--- src/rtl/wptr_full.sv ---
// Write-side pointer and full-flag logic for an asynchronous FIFO.
// Define WPTR_ALMOST_FULL_EN to build the registered almost-full flag (wafull).
module wptr_full #(
  parameter int ADDR_W    = 4,
  parameter int AFULL_LVL = 2
) (
  input  logic              clk,
  input  logic              rst,
  input  logic              winc,
  input  logic [ADDR_W:0]   rq2_wptr,
  output logic              wen,
  output logic [ADDR_W-1:0] waddr,
  output logic [ADDR_W:0]   wptr,
  output logic              wfull
`ifdef WPTR_ALMOST_FULL_EN
  ,
  output logic              wafull
`endif
);

  // The full compare inverts the two top Gray bits, so at least two are needed.
  if (ADDR_W < 2) begin : g_bad_addr_w
    $error("wptr_full: ADDR_W must be at least 2");
  end
  if (AFULL_LVL < 0 || AFULL_LVL > 2**ADDR_W) begin : g_bad_afull_lvl
    $error("wptr_full: AFULL_LVL must lie in 0..2**ADDR_W");
  end

  logic [ADDR_W:0] wbin_q, wbin_d;
  logic [ADDR_W:0] wptr_q, wgray_d;
  logic            wfull_q, wfull_d;
  logic [ADDR_W:0] full_match;

  assign wen        = winc & ~wfull_q;
  assign waddr      = wbin_q[ADDR_W-1:0];
  assign wptr       = wptr_q;
  assign wfull      = wfull_q;

  // The writer is exactly one lap ahead when the top two Gray bits differ.
  assign full_match = {~rq2_wptr[ADDR_W:ADDR_W-1], rq2_wptr[ADDR_W-2:0]};

  always_comb begin
    wbin_d  = wbin_q + {{ADDR_W{1'b0}}, wen};
    wgray_d = wbin_d ^ (wbin_d >> 1);
    wfull_d = (wgray_d == full_match);
  end

  // NOTE: state registers use non-blocking assignments so every register samples
  // the pre-edge values computed above; blocking here would create ordering races.
  always_ff @(posedge clk) begin
    if (rst) begin
      wbin_q  <= '0;
      wptr_q  <= '0;
      wfull_q <= 1'b0;
    end else begin
      wbin_q  <= wbin_d;
      wptr_q  <= wgray_d;
      wfull_q <= wfull_d;
    end
  end

`ifdef WPTR_ALMOST_FULL_EN
  localparam logic [ADDR_W:0] AFULL_THR = (ADDR_W+1)'(2**ADDR_W - AFULL_LVL);

  logic [ADDR_W:0] rbin;
  logic [ADDR_W:0] used_d;
  logic            wafull_q, wafull_d;

  // NOTE: every combinational output gets a default first, so no path can
  // leave it unassigned and infer a latch.
  always_comb begin
    rbin = '0;
    for (int i = 0; i <= ADDR_W; i++) begin
      rbin[i] = ^(rq2_wptr >> i);
    end
    used_d   = wbin_d - rbin;
    wafull_d = (used_d >= AFULL_THR);
  end

  always_ff @(posedge clk) begin
    if (rst) wafull_q <= 1'b0;
    else     wafull_q <= wafull_d;
  end

  assign wafull = wafull_q;
`endif

endmodule

--- config.mk ---
export PLATFORM = sky130hd
export DESIGN_NAME = wptr_full
export DESIGN_NICKNAME = d
export VERILOG_FILES = /design/src/rtl/wptr_full.sv
export SDC_FILE = /design/constraint.sdc
export NUM_CORES = 1
export LEC_CHECK = 0
export CORE_AREA = 3 3 40 42
export DETAILED_ROUTE_END_ITERATION = 10
export DIE_AREA = 0 0 43 45
export PLACE_DENSITY_LB_ADDON = 0.15
export SYNTH_ARGS = -nofsm -noshare
export SYNTH_HDL_FRONTEND = slang
export SYNTH_SLANG_ARGS = --single-unit
--- constraint.sdc ---
create_clock -name clk -period 5.6 [get_ports clk]
set_clock_uncertainty 0.05 [all_clocks]
set_input_delay 1.68 -clock clk [delete_from_list [all_inputs] [get_ports clk]]
set_output_delay 1.68 -clock clk [all_outputs]
set_load 0.1 [all_outputs]
==> results.py, run 1 <==
metrics = {
    "detailed_routing": {
        "vias": 357,
        "vias_per_cell": 4.35,
        "drc": 0,
        "drt_iter0_drc": 6,
        "wirelength_um": 849,
        "first_pass_iters": 2,
        "ant_nets": 0,
        "wire_per_inst_um": 10.4,
    },
    "die": {
        "initial_utilization": 0.381,
        "core_um2": 1280,
        "die_h_um": 45,
        "io_pins": 19,
        "rows": 13,
        "dieWidth_um": 43,
        "fp.dieArea_um2": 1940,
    },
    "critical_path": {
        "reg2reg_slack_ns": 3.57,
        "cp_cell_sequence": "clkdlybuf4s50_1 > nor2b_1 > buf_4",
        "crit_buf_inv": 2,
        "r2r-end": "wfull",
        "crit_family": "buffers and inverters",
        "timing.critical_path.from": "winc",
        "start_kind": "input port",
        "r2r_start": "wfull",
        "worst-path-max-fanout": 2,
        "endpoint_kind": "output port",
        "ff2ff_path_depth": 7,
        "endpoint": "wen",
        "arrival_ns": 2.64,
        "cp.depth": 3,
        "max_stage_delay_ns": 0.44,
        "crit_type": "input port to output port",
        "crit_slowest_cell": "clkdlybuf4s50_1",
        "worst_ep_required_time_ns": 3.87,
    },
    "synthesis": {
        "synth_nets": 56,
        "syn_area_um2": 489,
        "ys_seq_elements": 10,
        "synth_area_leaders": "dfxtp_1 41%, xnor2_1 13%, xnor2_2 10%",
        "syn_inst": 46,
        "avgSynthCellArea_um2": 10.6,
        "yosys_warnings": 0,
        "yosysTopAreaCell": "dfxtp_1",
        "yosysSeqAreaShare": 0.409,
        "synth_top_area_share": 0.409,
        "synth_cell_types": 15,
    },
    "min_path": {
        "min-delay-path-class": "flop to flop",
        "hp-start": "wbin_q[3]",
    },
    "sta": {
        "finalCriticalPeriod_ns": 4.37,
        "hold_viol_final": 0,
        "fin_crit_sh": 0.780,
        "setup_ws_ns": 1.23,
        "setup_viol": 0,
        "worstMarginPinSlew_ns": 0.969,
        "drv_slew": 0,
        "holdWs_ns": 0.577,
        "setup_tns_ns": 0,
        "clock.fmax_mhz": 229,
        "grt_setup_unrepaired": "false",
        "slew_headroom": 0.352,
    },
    "power": {
        "p_clk_frac": 0.294,
        "power_mw": 0.213,
        "switching_share": 0.348,
        "switchingPower_mw": 0.0740,
        "power_leakage_nw": 0.274,
        "pwr-share-seq": 0.365,
        "power.share.combinational": 0.341,
        "vdd_ir_drop_max_v": 0.000157,
        "power.density_nw_per_um2": 296,
        "intPower_mw": 0.139,
    },
    "cells_and_area": {
        "final_common_cell": "clkdlybuf4s50_1",
        "drive_gt1_frac": 0.134,
        "layout.nets": 78,
        "multi_input_area_um2": 285,
        "fillers": 127,
        "mostFrequentLayoutCells": "17 x clkdlybuf4s50_1, 10 x dfxtp_1, 7 x nor2_1, 7 x xnor2_1, 5 x xor2_1",
        "synthToLayoutAreaGrowth_pct": 46.8,
        "antenna_cells": 0,
        "final_cells": 82,
        "regArea_um2": 200,
    },
    "clock_network": {
        "ctsHoldBuffers": 0,
        "path_clk_slew_ns": 0.06,
        "htree_levels": 1,
        "clk_latency_ns": 0.25,
        "numCtsBuffers": 3,
        "cts_resized": 0,
        "cts_num_sinks": 10,
        "cts_tree": "done",
        "root_buffer": "clkbuf_4",
        "clock_path_buffers": 2,
        "postCtsSetupBuffers": 0,
    },
    "global_routing": {
        "grt_pass1_vias": 346,
        "grt_pass1_wl_um": 1430,
        "antenna_found_initial": 0,
        "track_usage": 0.103,
        "overflow": 0,
        "grt_max_degree": 11,
    },
    "place": {
        "portBuffers": 18,
        "dp_hpwl_um": 672,
        "dpl.cell_count": 78,
        "pre_cts_ws_ns": 1.23,
        "gp_congestion": 0.656,
    },
    "job": {
        "max_cap_violations": 0,
    },
    "run_status": {
        "status": "complete, no violations",
    },
}
-- worst min path at each step --
stage	cells past startpoint	endpoint	slack, ns
finish	2	wbin_q[3]	0.58
global route	2	wbin_q[3]	0.62
CTS	2	wbin_q[3]	0.59
detailed placement	2	wbin_q[3]	0.58
global placement	2	wbin_q[3]	0.56
floorplan	2	wbin_q[3]	1.01
-- synth_stat cells --
library cell / number
a21bo_1: 1
a21boi_0: 1
clkbuf_1: 1
dfxtp_1: 10
ha_1: 2
nand3_1: 2
nand4_1: 1
nor2_1: 7
nor2b_1: 3
nor4_2: 1
o2bb2ai_1: 1
or3_1: 1
xnor2_1: 7
xnor2_2: 3
xor2_1: 5
-- registers in the layout (all words and copies together) (netlist names) --
signal  cells
wptr        4
wbin_q      5
wfull       1
-- metal layers --
layer / wire, um / global-route usage / up-vias
met4: 0 / 0.0542 / 0
met3: 65 / 0.0478 / 0
li1: - / - / 195
met2: 364 / 0.135 / 11
met5: 0 / 0 / -
met1: 419 / 0.139 / 151
-- per-stage QoR --
step	utilization	cell area, um^2
3_5_place_dp	0.531	682
3_3_place_gp	0.531	682
5_1_grt	0.559	718
4_1_cts	0.559	718
6_report	0.559	718
2_1_floorplan	-	489
-- cells by family after synthesis --
logic type      Yosys count  synth area share
fa+ha+maj                 2            0.0511
buf+inv                   1           0.00767
flops                    10             0.409
compound gates            3            0.0537
xor+xnor                 15             0.315
simple gates             15             0.164
-- area by class of cell --
cell class | count | area share
multi-input combinational | 35 | 0.397
timing repair buffer | 18 | 0.247
tap | 15 | 0.0261
sequential | 10 | 0.279
clock buffer | 4 | 0.0505
-- worst min-delay path, stage by stage (launching register included) --
cell     delay (ns)
dfxtp_1        0.36
xor2_1         0.17
nor2_1         0.05
-- power by group through the flow --
stage	clock network (mW)	registers (mW)	logic, mW
6_report	0.0625	0.0777	0.0725
5_1_grt	0.0702	0.0781	0.0756
4_1_cts	0.0652	0.0777	0.0731
3_5_place_dp	0	0.0794	0.0728
3_3_place_gp	0	0.0794	0.0730
2_1_floorplan	0	0.110	0.0250
No activity file was read; power rests on OpenSTA's default activity.
==> inputs of run 2 (changes only) <==
--- a/config.mk
+++ b/config.mk
@@ -5,9 +5,9 @@
 export SDC_FILE = /design/constraint.sdc
 export NUM_CORES = 1
 export LEC_CHECK = 0
-export CORE_AREA = 3 3 40 42
+export CORE_MARGIN = 3
+export CORE_UTILIZATION = 36
 export DETAILED_ROUTE_END_ITERATION = 10
-export DIE_AREA = 0 0 43 45
 export PLACE_DENSITY_LB_ADDON = 0.15
 export SYNTH_ARGS = -nofsm -noshare
 export SYNTH_HDL_FRONTEND = slang
==> constraint.sdc (replaced) <==
create_clock -name clk -period 3.6 [get_ports clk]
set_clock_uncertainty 0.05 [all_clocks]
set_input_delay 1.08 -clock clk [delete_from_list [all_inputs] [get_ports clk]]
set_output_delay 1.08 -clock clk [all_outputs]
set_load 0.1 [all_outputs]
==> run 2 against run 1 <==
Against the previous run: count of clock-buffer cells in the layout did not move; core utilization is 3.7 points higher; non-clock buffer count is the same; hold slack gained 0.0068 ns; total power grew 57%; setup slack lost 0.69 ns; first-iteration DRC count is 50% lower; critical path type unchanged; highest routed layer is now met4.
==> results.py, run 2 (same netlist as run 1, synthesis figures left out) <==
metrics = {
    "run_status": {
        "status": "complete, no violations",
    },
    "cells_and_area": {
        "fillers": 112,
        "layout.nets": 78,
        "final_util": 0.596,
        "top_register": "wbin_q",
        "antenna_cells": 0,
        "largest_register_ffs": 5,
        "mostFrequentLayoutCells": "10 x buf_4, 10 x dfxtp_1, 7 x nor2_1, 7 x xnor2_1, 7 x clkdlybuf4s50_1",
        "synthToLayoutAreaGrowth_pct": 44.5,
        "drive_gt1_frac": 0.299,
        "design_area_um2": 707,
    },
    "critical_path": {
        "ff2ff_path_depth": 7,
        "start_kind": "input port",
        "timing.critical_path.from": "winc",
        "r2r_start": "wfull",
        "crit_type": "input port to output port",
        "crit_buf_inv": 2,
        "worst_ep_required_time_ns": 2.47,
        "arrival_ns": 1.93,
        "cp_cell_sequence": "clkdlybuf4s50_1 > nor2b_2 > buf_12",
        "crit_family": "buffers and inverters",
        "max_stage_delay_ns": 0.45,
        "worst-path-max-fanout": 2,
        "endpoint_kind": "output port",
        "reg2reg_slack_ns": 1.53,
        "crit_slowest_cell": "clkdlybuf4s50_1",
        "r2r-end": "wfull",
    },
    "sta": {
        "grt_setup_unrepaired": "false",
        "slew_headroom": 0.765,
        "worstMarginPinSlew_ns": 0.352,
        "setup_tns_ns": 0,
        "holdWs_ns": 0.584,
        "drv_slew": 0,
        "setup_viol": 0,
        "fin_crit_sh": 0.850,
        "hold_viol_final": 0,
        "finalCriticalPeriod_ns": 3.06,
        "clock.fmax_mhz": 327,
    },
    "clock_network": {
        "ctsHoldBuffers": 0,
        "clock_path_buffers": 2,
        "numCtsBuffers": 3,
        "cts_resized": 0,
        "htree_levels": 1,
        "root_buffer": "clkbuf_4",
        "path_clk_slew_ns": 0.06,
        "clk_latency_ns": 0.27,
        "postCtsSetupBuffers": 0,
        "cts_num_sinks": 10,
        "cts_tree": "done",
    },
    "detailed_routing": {
        "wire_per_inst_um": 11.0,
        "wirelength_um": 891,
        "ant_nets": 0,
        "drt_iter0_drc": 3,
        "first_pass_iters": 4,
        "vias": 375,
        "drc": 0,
        "vias_per_cell": 4.63,
    },
    "die": {
        "initial_utilization": 0.412,
        "rows": 12,
        "fp.dieArea_um2": 1840,
        "die_h_um": 42.9,
        "core_um2": 1190,
        "dieWidth_um": 42.9,
        "io_pins": 19,
    },
    "min_path": {
        "hp-start": "wbin_q[3]",
        "worstHoldPathCells": 2,
        "min-delay-path-class": "flop to flop",
        "holdPathEnd": "wbin_q[3]",
    },
    "global_routing": {
        "grt_pass1_wl_um": 1420,
        "use_met3": 0.0763,
        "busiest_layer": "met2",
        "met1_usage": 0.115,
        "grt_util_met2": 0.171,
        "overflow": 0,
        "grt_max_degree": 11,
        "track_usage": 0.112,
        "antenna_found_initial": 0,
        "grt_pass1_vias": 334,
    },
    "job": {
        "max_cap_violations": 0,
    },
    "power": {
        "intPower_mw": 0.216,
        "p_clk_frac": 0.301,
        "pwr-share-seq": 0.362,
        "switchingPower_mw": 0.119,
        "power.share.combinational": 0.337,
        "switching_share": 0.355,
        "power_mw": 0.334,
        "power.density_nw_per_um2": 473,
        "power_leakage_nw": 0.298,
        "vdd_ir_drop_max_v": 0.000257,
    },
    "place": {
        "portBuffers": 18,
        "placed_area_um2": 671,
        "gp_congestion": 0.724,
    },
}
## run 2: changes by cell type in the layout (fill, tap and decap cells not counted)
cell | before | now
clkdlybuf4s50_1 | 17 | 7
nor2b_2 | 0 | 1
buf_12 | 0 | 1
buf_4 | 1 | 10
nor2b_1 | 3 | 2
## run 2: worst max path at each step
stage | cells after the start | to | slack (ns)
2_1_floorplan | 7 | wfull | 0.06
3_3_place_gp | 8 | wfull | 0.31
3_5_place_dp | 8 | wfull | 0.28
4_1_cts | 3 | wen | 0.53
5_1_grt | 8 | wfull | 0.44
6_report | 3 | wen | 0.54
## run 2: area by class of cell
type	count	area [um^2]	share of cell area
Sequential cell	10	200	0.283
Clock buffer	4	36.3	0.0513
Tap cell	14	17.5	0.0248
Multi-Input combinational cell	35	288	0.407
Timing Repair Buffer	18	165	0.234
## run 2: worst min-delay path, cell delays in order (launching register included)
cell and delay, ns:
dfxtp_1 0.37, xor2_1 0.17, nor2_1 0.05
## run 2: metrics by stage
step	instances	setup WS, ns
after floorplan	46	0.0576
after global placement	77	0.310
after detailed placement	77	0.280
after CTS	81	0.534
after global routing	81	0.441
final	81	0.538
## run 2: power groups by stage
stage | Combinational, mW | Clock [mW] | Sequential [mW]
after floorplan | 0.0391 | 0 | 0.171
after global placement | 0.113 | 0 | 0.123
after detailed placement | 0.114 | 0 | 0.124
after CTS | 0.114 | 0.106 | 0.121
after global routing | 0.118 | 0.113 | 0.122
final | 0.113 | 0.101 | 0.121
## run 2: routing by layer
layer / up-vias / part of all wire
met5: - / 0
met2: 16 / 0.48
met4: 0 / 0.011
li1: 195 / -
met1: 162 / 0.39
met3: 2 / 0.11
